## src/rtl/axi_irq_ctrl.sv

```systemverilog
// axi_irq_ctrl: AXI4-Lite interrupt controller with enable/edge-select, fixed priority and claim/complete sequencing.
// Define IRQ_CTRL_SYNC_EN to add a 2-flop synchronizer ahead of source sampling for asynchronous sources.
module axi_irq_ctrl #(
  parameter int AXI_ADDR_BW_p = 12,
  parameter int NUM_SRC_p     = 8
) (
  input  logic                     clk,
  input  logic                     rst_n,
  input  logic [AXI_ADDR_BW_p-1:0] i_axi_awaddr,
  input  logic                     i_axi_awvalid,
  input  logic [31:0]              i_axi_wdata,
  input  logic                     i_axi_wvalid,
  input  logic                     i_axi_bready,
  input  logic [AXI_ADDR_BW_p-1:0] i_axi_araddr,
  input  logic                     i_axi_arvalid,
  input  logic                     i_axi_rready,
  output logic                     o_axi_awready,
  output logic                     o_axi_wready,
  output logic [1:0]               o_axi_bresp,
  output logic                     o_axi_bvalid,
  output logic                     o_axi_arready,
  output logic [31:0]              o_axi_rdata,
  output logic [1:0]               o_axi_rresp,
  output logic                     o_axi_rvalid,
  input  logic [NUM_SRC_p-1:0]     i_src,
  output logic                     o_irq
);
  logic [NUM_SRC_p-1:0] src_in, s_src_q, src_prev, pending, enable, edge_sel;
  logic [NUM_SRC_p-1:0] active, rise, cand_oh, claim_clr, sel_chg, pending_nxt;
  logic [4:0] cand_id, is_id;
  logic cand_vld, in_service, wr_en, rd_en, claim, wr_err, rd_err, unused_addr;
  logic [2:0] wa, ra;
  logic [31:0] rd_data;

`ifdef IRQ_CTRL_SYNC_EN
  logic [NUM_SRC_p-1:0] sync1, sync2;
  always_ff @(posedge clk or negedge rst_n) begin
    if (!rst_n) begin
      sync1 <= '0;
      sync2 <= '0;
    end else begin
      sync1 <= i_src;
      sync2 <= sync1;
    end
  end
  assign src_in = sync2;
`else
  assign src_in = i_src;
`endif

  assign unused_addr   = ^{i_axi_awaddr, i_axi_araddr};
  assign wa            = i_axi_awaddr[4:2];
  assign ra            = i_axi_araddr[4:2];
  assign wr_en         = i_axi_awvalid && i_axi_wvalid && !o_axi_bvalid;
  assign rd_en         = i_axi_arvalid && !o_axi_rvalid;
  assign o_axi_awready = wr_en;
  assign o_axi_wready  = wr_en;
  assign o_axi_arready = rd_en;
  assign active        = pending & enable;
  assign rise          = s_src_q & ~src_prev;

  // scan high to low so the lowest active index is the one left standing
  always_comb begin
    cand_vld = 1'b0;
    cand_id  = '0;
    cand_oh  = '0;
    for (int i = NUM_SRC_p - 1; i >= 0; i--) begin
      if (active[i]) begin
        cand_vld   = 1'b1;
        cand_id    = 5'(i + 1);
        cand_oh    = '0;
        cand_oh[i] = 1'b1;
      end
    end
  end

  assign claim     = rd_en && ra == 3'd3 && !in_service && cand_vld;
  assign claim_clr = claim ? cand_oh & edge_sel : '0;
  assign sel_chg   = (wr_en && wa == 3'd2) ? edge_sel ^ i_axi_wdata[NUM_SRC_p-1:0] : '0;
  // a fresh edge beats the claim clear; an edge-select change clears outright
  assign pending_nxt = ((edge_sel & ((pending & ~claim_clr) | rise)) | (~edge_sel & s_src_q)) & ~sel_chg;
  assign wr_err    = !(wa == 3'd1 || wa == 3'd2 || wa == 3'd4);
  assign rd_err    = ra > 3'd3;

  always_comb
    rd_data = ra == 3'd0 ? 32'(pending) :
              ra == 3'd1 ? 32'(enable) :
              ra == 3'd2 ? 32'(edge_sel) :
              ra == 3'd3 ? {27'd0, in_service ? is_id : cand_id} : 32'd0;

  always_ff @(posedge clk or negedge rst_n) begin
    if (!rst_n) begin
      s_src_q      <= '0;
      src_prev     <= '0;
      pending      <= '0;
      enable       <= '0;
      edge_sel     <= '0;
      in_service   <= 1'b0;
      is_id        <= '0;
      o_irq        <= 1'b0;
      o_axi_bvalid <= 1'b0;
      o_axi_bresp  <= 2'b00;
      o_axi_rvalid <= 1'b0;
      o_axi_rdata  <= '0;
      o_axi_rresp  <= 2'b00;
    end else begin
      s_src_q  <= src_in;
      src_prev <= s_src_q;
      pending  <= pending_nxt;
      o_irq    <= cand_vld && !in_service;
      if (wr_en) begin
        o_axi_bvalid <= 1'b1;
        o_axi_bresp  <= wr_err ? 2'b10 : 2'b00;
        if (wa == 3'd1) enable <= i_axi_wdata[NUM_SRC_p-1:0];
        if (wa == 3'd2) edge_sel <= i_axi_wdata[NUM_SRC_p-1:0];
      end else if (i_axi_bready) begin
        o_axi_bvalid <= 1'b0;
      end
      if (rd_en) begin
        o_axi_rvalid <= 1'b1;
        o_axi_rdata  <= rd_data;
        o_axi_rresp  <= rd_err ? 2'b10 : 2'b00;
      end else if (i_axi_rready) begin
        o_axi_rvalid <= 1'b0;
      end
      if (claim) begin
        in_service <= 1'b1;
        is_id      <= cand_id;
      end else if (wr_en && wa == 3'd4 && i_axi_wdata == {27'd0, is_id}) begin
        in_service <= 1'b0;
      end
    end
  end
endmodule

```

## config.mk

```make
export PLATFORM = sky130hd
export DESIGN_NAME = axi_irq_ctrl
export DESIGN_NICKNAME = d
export VERILOG_FILES = /design/src/rtl/axi_irq_ctrl.sv
export SDC_FILE = /design/constraint.sdc
export NUM_CORES = 1
export LEC_CHECK = 0
export ABC_AREA = 1
export BUFFER_PORTS_ARGS = -buffer_cell sky130_fd_sc_hd__buf_4
export CORE_UTILIZATION = 44
export CTS_CLUSTER_SIZE = 40
export DETAILED_ROUTE_END_ITERATION = 8
export GPL_TIMING_DRIVEN = 0
export HOLD_SLACK_MARGIN = 0.05
export PLACE_DENSITY = 0.82
export SYNTH_ARGS = -nofsm -noshare
export SYNTH_HDL_FRONTEND = slang
export SYNTH_SLANG_ARGS = --single-unit
```

## constraint.sdc

```tcl
create_clock -name clk -period 1.64 [get_ports clk]
set_input_delay 0.164 -clock clk [delete_from_list [all_inputs] [get_ports clk]]
set_output_delay 0.164 -clock clk [all_outputs]
set_load 0.02 [all_outputs]
```

[Word level (Yosys, flattened, before mapping)]
Cells that the tools add are included.
Storage, ports and cells
  register bits after elaboration: 85
  bits in latches: 0
  RAM bits: 0
  memory bits (read-only): 0
  input port bits: 71
  output and inout bits: 42
  word-level logic and storage cells: 95
  memories kept: 0
Cells by class
  $add $sub $neg: 0
  $mul: 0
  div/mod/pow operators: 0
  $lt $le $gt $ge: 1
  eq/ne operators: 7
  shifts and indexed selects: 0
  muxes and demuxes: 39
  bitwise operators: 14
  reductions and logical operators: 21
Operators with widths (count)
  $mux W8: 13
  $and A8 B8 Y8: 7
  $mux W5: 9
  $eq A32 B5 Y1: 1
  $not A8 Y8: 4
  $or A8 B8 Y8: 2
  $mux W1: 14
  $logic_and A1 B1 Y1: 10
  $eq A3 B2 Y1 const B: 3
  $xor A8 B8 Y8: 1
  $eq A3 B1 Y1 const B: 2
  $reduce_bool A2 Y1: 3
  $mux W2: 2
  $mux W4: 1
  $reduce_and A2 Y1: 2
  $eq A3 B3 Y1 const B: 1
  $gt A3 B2 Y1 const B: 1
  $logic_not A1 Y1: 3
  $logic_not A3 Y1: 1
  $logic_or A1 B1 Y1: 2

[Depth between registers and ports, before layout]
  depth in word-level cells: 17
  depth in mapped cells: 11
  mapped depth without buffers: 11

[Least setup slack after synthesis]
No wires, ideal clock.
  kind: flip-flop to flip-flop
  from: register o_axi_bvalid
  to: register pending[0]
  setup time: 0.121 ns
  arrival: 1.358 ns
  data required time: 1.519 ns
  path slack: 0.161 ns
  stages on the path, launching flop included: 8
  cell sequence: dfrtp_1 -> inv_1 -> nand3_1 -> inv_1 -> nand2_1 -> clkbuf_1 -> nor2_1 -> a21oi_2
Between the ends
  word-level cells in the longest chain between the ends: 6
Ends and longest elaborated chain
  start, declared: RTL line 20  | output logic o_axi_bvalid,
  start signal, assigned: RTL line 101  | o_axi_bvalid <= 1'b0;
  start signal, assigned: RTL line 112  | o_axi_bvalid <= 1'b1;
  start signal, assigned: RTL line 117  | o_axi_bvalid <= 1'b0;
  $logic_not A1 Y1: RTL line 54  | assign wr_en = i_axi_awvalid && i_axi_wvalid && !o_axi_bvalid;
  $logic_and A1 B1 Y1: RTL line 54
  named net o_axi_awready: RTL line 17  | output logic o_axi_awready,
  $logic_and A1 B1 Y1: RTL line 79  | assign sel_chg = (wr_en && wa == 3'd2) ? edge_sel ^ i_axi_wdata[NUM_SRC_p-1:0] : '0;
  $mux W8: RTL line 79
  $not A8 Y8: RTL line 81  | assign pending_nxt = ((edge_sel & ((pending & ~claim_clr) | rise)) | (~edge_sel & s_src_q)) & ~sel_chg;
  $and A8 B8 Y8: RTL line 81
  named net pending_nxt[0]: RTL line 29  | logic [NUM_SRC_p-1:0] active, rise, cand_oh, claim_clr, sel_chg, pending_nxt;
  end signal, assigned: RTL line 109  | pending <= pending_nxt;
  end, declared: RTL line 28  | logic [NUM_SRC_p-1:0] src_in, s_src_q, src_prev, pending, enable, edge_sel;
The timed path passes the listed nets, and every way through them passes these cells.
A chain may end at the register's enable or synchronous reset.

[Worst setup path in the final report]
  from: register o_axi_rvalid
  to: output o_axi_arready
Between the ends
  word-level cells in the longest chain between the ends: 2
Ends and longest elaborated chain
  start, declared: RTL line 24  | output logic o_axi_rvalid,
  start signal, assigned: RTL line 103  | o_axi_rvalid <= 1'b0;
  start signal, assigned: RTL line 120  | o_axi_rvalid <= 1'b1;
  start signal, assigned: RTL line 124  | o_axi_rvalid <= 1'b0;
  $logic_not A1 Y1: RTL line 55  | assign rd_en = i_axi_arvalid && !o_axi_rvalid;
  $logic_and A1 B1 Y1: RTL line 55
  end, declared: RTL line 21  | output logic o_axi_arready,
No other way between the ends.

==> out/qor.csv <==
stage;metric;value;unit
global_routing;grt total ovfl;0;
cells_and_area;antenna cells;0;
routing;First DRT Iteration DRCs;179;
cells_and_area;share of cells above drive strength 1;31.4;%
critical_path;element type at the critical path end;primary output;
global_routing;Tot GR Track Use;21.9;%
routing;vias per cell;4.96;
sta;fin worst setup slack;0.105;ns
routing;Routed WL per cell;13.0;um
placed_design;dpl hpwl;5.38;mm
cells_and_area;Layout Cells excl Fill;552;
sta;Min Hold Slack;0.0809;ns
die;num ports;113;
critical_path;most used cell, CP;buf_4;
critical_path;Worst path slowest cell;dfrtp_1;
global_routing;met2 Usage GRT;36.9;%
job;max-cap violations;0;
routing;antenna viol nets, final;0;
critical_path;Crit path depth;5;
logic_synthesis;Synth cell types;32;
critical_path;critical path cell sequence;inv_1, nand2_4, inv_2, buf_4, buf_4;
placed_design;dpl cells;526;
logic_synthesis;synthesized instance count;356;
sta;setup TNS;0;ns
die;CORE AREA;6460;um^2
logic_synthesis;Synth Flop Type;dfrtp_1;
placed_design;Place WS;-0.0890;ns
global_routing;GRT Max-Usage Layer;met2;
global_routing;initial antenna violation count;0;
clock_network;CTS Buf Count;9;
clock_network;clk slew on worst S/H paths;0.06;ns
pwr;Pwr per Cell Area;1110;nW/um^2
global_routing;global-route wire length before repair;11.9;mm
worst_hold_path;Worst Hold Depth;3;
logic_synthesis;Mapped Area;3000;um^2
routing;number of remaining DRC errors;9;
die;Die Y;84.6;um
critical_path;CP Buf/Inv Count;4;
sta;Hold Vio Cnt, Final;0;
sta;unrepaired setup endpoints after global routing;false;
logic_synthesis;Mean Syn Cell Area;8.43;um^2
logic_synthesis;EDFF count, synth;0;
global_routing;M1 GR Usage;26.7;%
global_routing;met3 Use GR;6.19;%
sta;Clock Skews;0.00613;ns
cells_and_area;net total in the final layout;541;
cells_and_area;post-route cell area;4020;um^2
sta;Final min period;1.54;ns
global_routing;vias in the first global route;2619;
routing;via count;2740;
sta;Max-slew headroom;51.2;%
cells_and_area;Core Util, Final;62.2;%
critical_path;Crit Path Class;reg -> out;
die;die width;84.6;um
pwr;Max IR drop VDD;703;uV
critical_path;worst-case reg-to-reg path depth;6;
run_status;failing checks;DRC;
sta;Tcrit/Tclk final;93.6;%
critical_path;WP data arrival;1.37;ns
placed_design;PortBufs;68;
sta;Tightest Pin Transition;0.732;ns
logic_synthesis;yosys warns;0;
clock_network;Clock Sinks;58;
die;num rows;29;
pwr;Total Power;4.46;mW
critical_path;CP top delay family;buffers and inverters;
sta;Final Max Slew Viols;0;
global_routing;pin count of the biggest net entering global routing;59;
sta;endpoints failing setup;0;
die;die area;7160;um^2
placed_design;gpl congestion;0.911;
worst_hold_path;HP Class;in -> reg;
placed_design;Cell Area, Placed;3700;um^2
routing;first-pass detailed-route iteration total;9;
routing;final WL;7.17;mm
die;initial core utilization;46.5;%
logic_synthesis;part of the Yosys area used for sequential elements;48.4;%
cells_and_area;Area Growth Syn to Fin;33.8;%
run_status;status;finished, violations left;
critical_path;Startpoint Class;flip-flop;
logic_synthesis;share of flip-flops with an asynchronous set or reset;100;%
clock_network;Clk Latency, worst-skew pair;0.33;ns
clock_network;Root Driver;clkbuf_8;
clock_network;Longest Clk Path Bufs;2;
clock_network;H-Tree Depth;3;
critical_path;critical-path maximum fanout;10;
critical_path;slowest stage delay, CP;0.38;ns
logic_synthesis;flops & latches, synth;58;
pwr;Leakage;2.03;nW
critical_path;Required @ worst endpoint;1.48;ns
clock_network;CTS tree;done;
sta;Peak Freq;651;MHz
[registers in the layout, summed over array words and instances, names as in the netlist]
register	count
edge_sel	8
enable	8
o_axi_rdata	8
pending	8
s_src_q	8
src_prev	8
is_id	4
in_service	1
o_axi_bresp	1
o_axi_bvalid	1
o_axi_rresp	1
o_axi_rvalid	1
o_irq	1
[Yosys cell counts (all sizes together), types with 4 or more instances]
master / instances / area, um^2
nand2: 116 / 460
dfrtp: 58 / 1450
buf: 29 / 219
inv: 29 / 109
nor2: 26 / 105
o21ai: 23 / 115
nand3: 14 / 75.1
a21oi: 13 / 91.3
nand4: 8 / 50.1
xnor2: 8 / 70.1
o21bai: 7 / 78.8
nor3: 5 / 35.0
nor4: 5 / 31.3
a41oi: 4 / 35.0
[worst reg2reg max path: stages, from the launching register on]
cell and delay (ns):
dfrtp_1 0.40, nand2_2 0.17, inv_1 0.06, nor2_1 0.33, nand4_1 0.17, o21bai_2 0.19
a21oi_2 0.07
[logic make-up after synthesis]
family	Yosys count	share of synthesized area [%]
AOI/OAI and AO/OA	51	11.8
xor gates and xnor gates	9	2.63
buffers and inverters	61	11.3
DFF	58	48.4
muxes	1	0.375
other	1	0.125
and+or+nand+nor	175	25.5
[placed cells by master (no fill, tap or decap), drive strengths merged]
| master | n |
|---|---|
| a41oi | 4 |
| o21a | 1 |
| mux2 | 1 |
| a21boi | 1 |
| buf | 99 |
| a211oi | 1 |
| clkbuf | 14 |
| nor3 | 5 |
| xnor2 | 8 |
| nand3b | 1 |
| nand2 | 116 |
| xor2 | 1 |
| dlygate4sd3 | 11 |
| conb | 26 |
| o211a | 1 |
| dfrtp | 58 |
| o21bai | 7 |
| clkinv | 2 |
| nor4 | 5 |
| inv | 29 |
| a21oi | 13 |
| nor2 | 26 |
| nand4 | 8 |
| nand3 | 14 |
| o21ai | 23 |
[per-layer routing]
layer / vias to the layer above / part of all wire [%] / routed length [um]
met1: 1283 / 43 / 3100
li1: 1337 / - / -
met2: 106 / 49 / 3490
met5: - / 0 / 0
met3: 14 / 6.2 / 444
met4: 0 / 1.8 / 130
[report_power, final]
group	leakage, nW	internal (mW)	total [mW]	switching [mW]
sequential	0.703	1.71	1.98	0.267
combinational	1.23	0.567	1.30	0.729
clock	0.0965	0.668	1.19	0.521
total	2.03	2.94	4.46	1.52
[layout make-up]
cell class,instances,area (um^2)
Fill cell,586,2440
Multi-Input combinational cell,262,1320
Clock inverter,2,10.0
Buffer,31,234
Timing Repair Buffer,79,621
Tap cell,77,96.3
Inverter,29,109
Sequential cell,58,1450
Clock buffer,14,173
[final timing paths]
check / start / slack, ns / end
setup / recovery: o_axi_rvalid$_DFFE_PN0P_ / 0.10 / o_axi_arready
hold / removal: i_axi_wdata[7] / 0.08 / enable[7]$_DFFE_PN0P_
setup reg to reg: pending[0]$_DFF_PN0_ / 0.12 / pending[6]$_DFF_PN0_
hold reg to reg: s_src_q[0]$_DFF_PN0_ / 0.37 / src_prev[0]$_DFF_PN0_
max in group asynchronous: rst_n / 0.72 / in_service$_DFFE_PN0P_
min in group asynchronous: rst_n / 0.42 / edge_sel[4]$_DFFE_PN0P_
[repair_timing]
item | in CTS | in global routing
setup buffers | 0 | 0
setup endpoints to repair | 8 | 22
hold endpoints to repair | 68 | 0
gates resized for setup | 4 | 11
hold buffers | 11 | 0
Power figures use the tool's default switching activity.
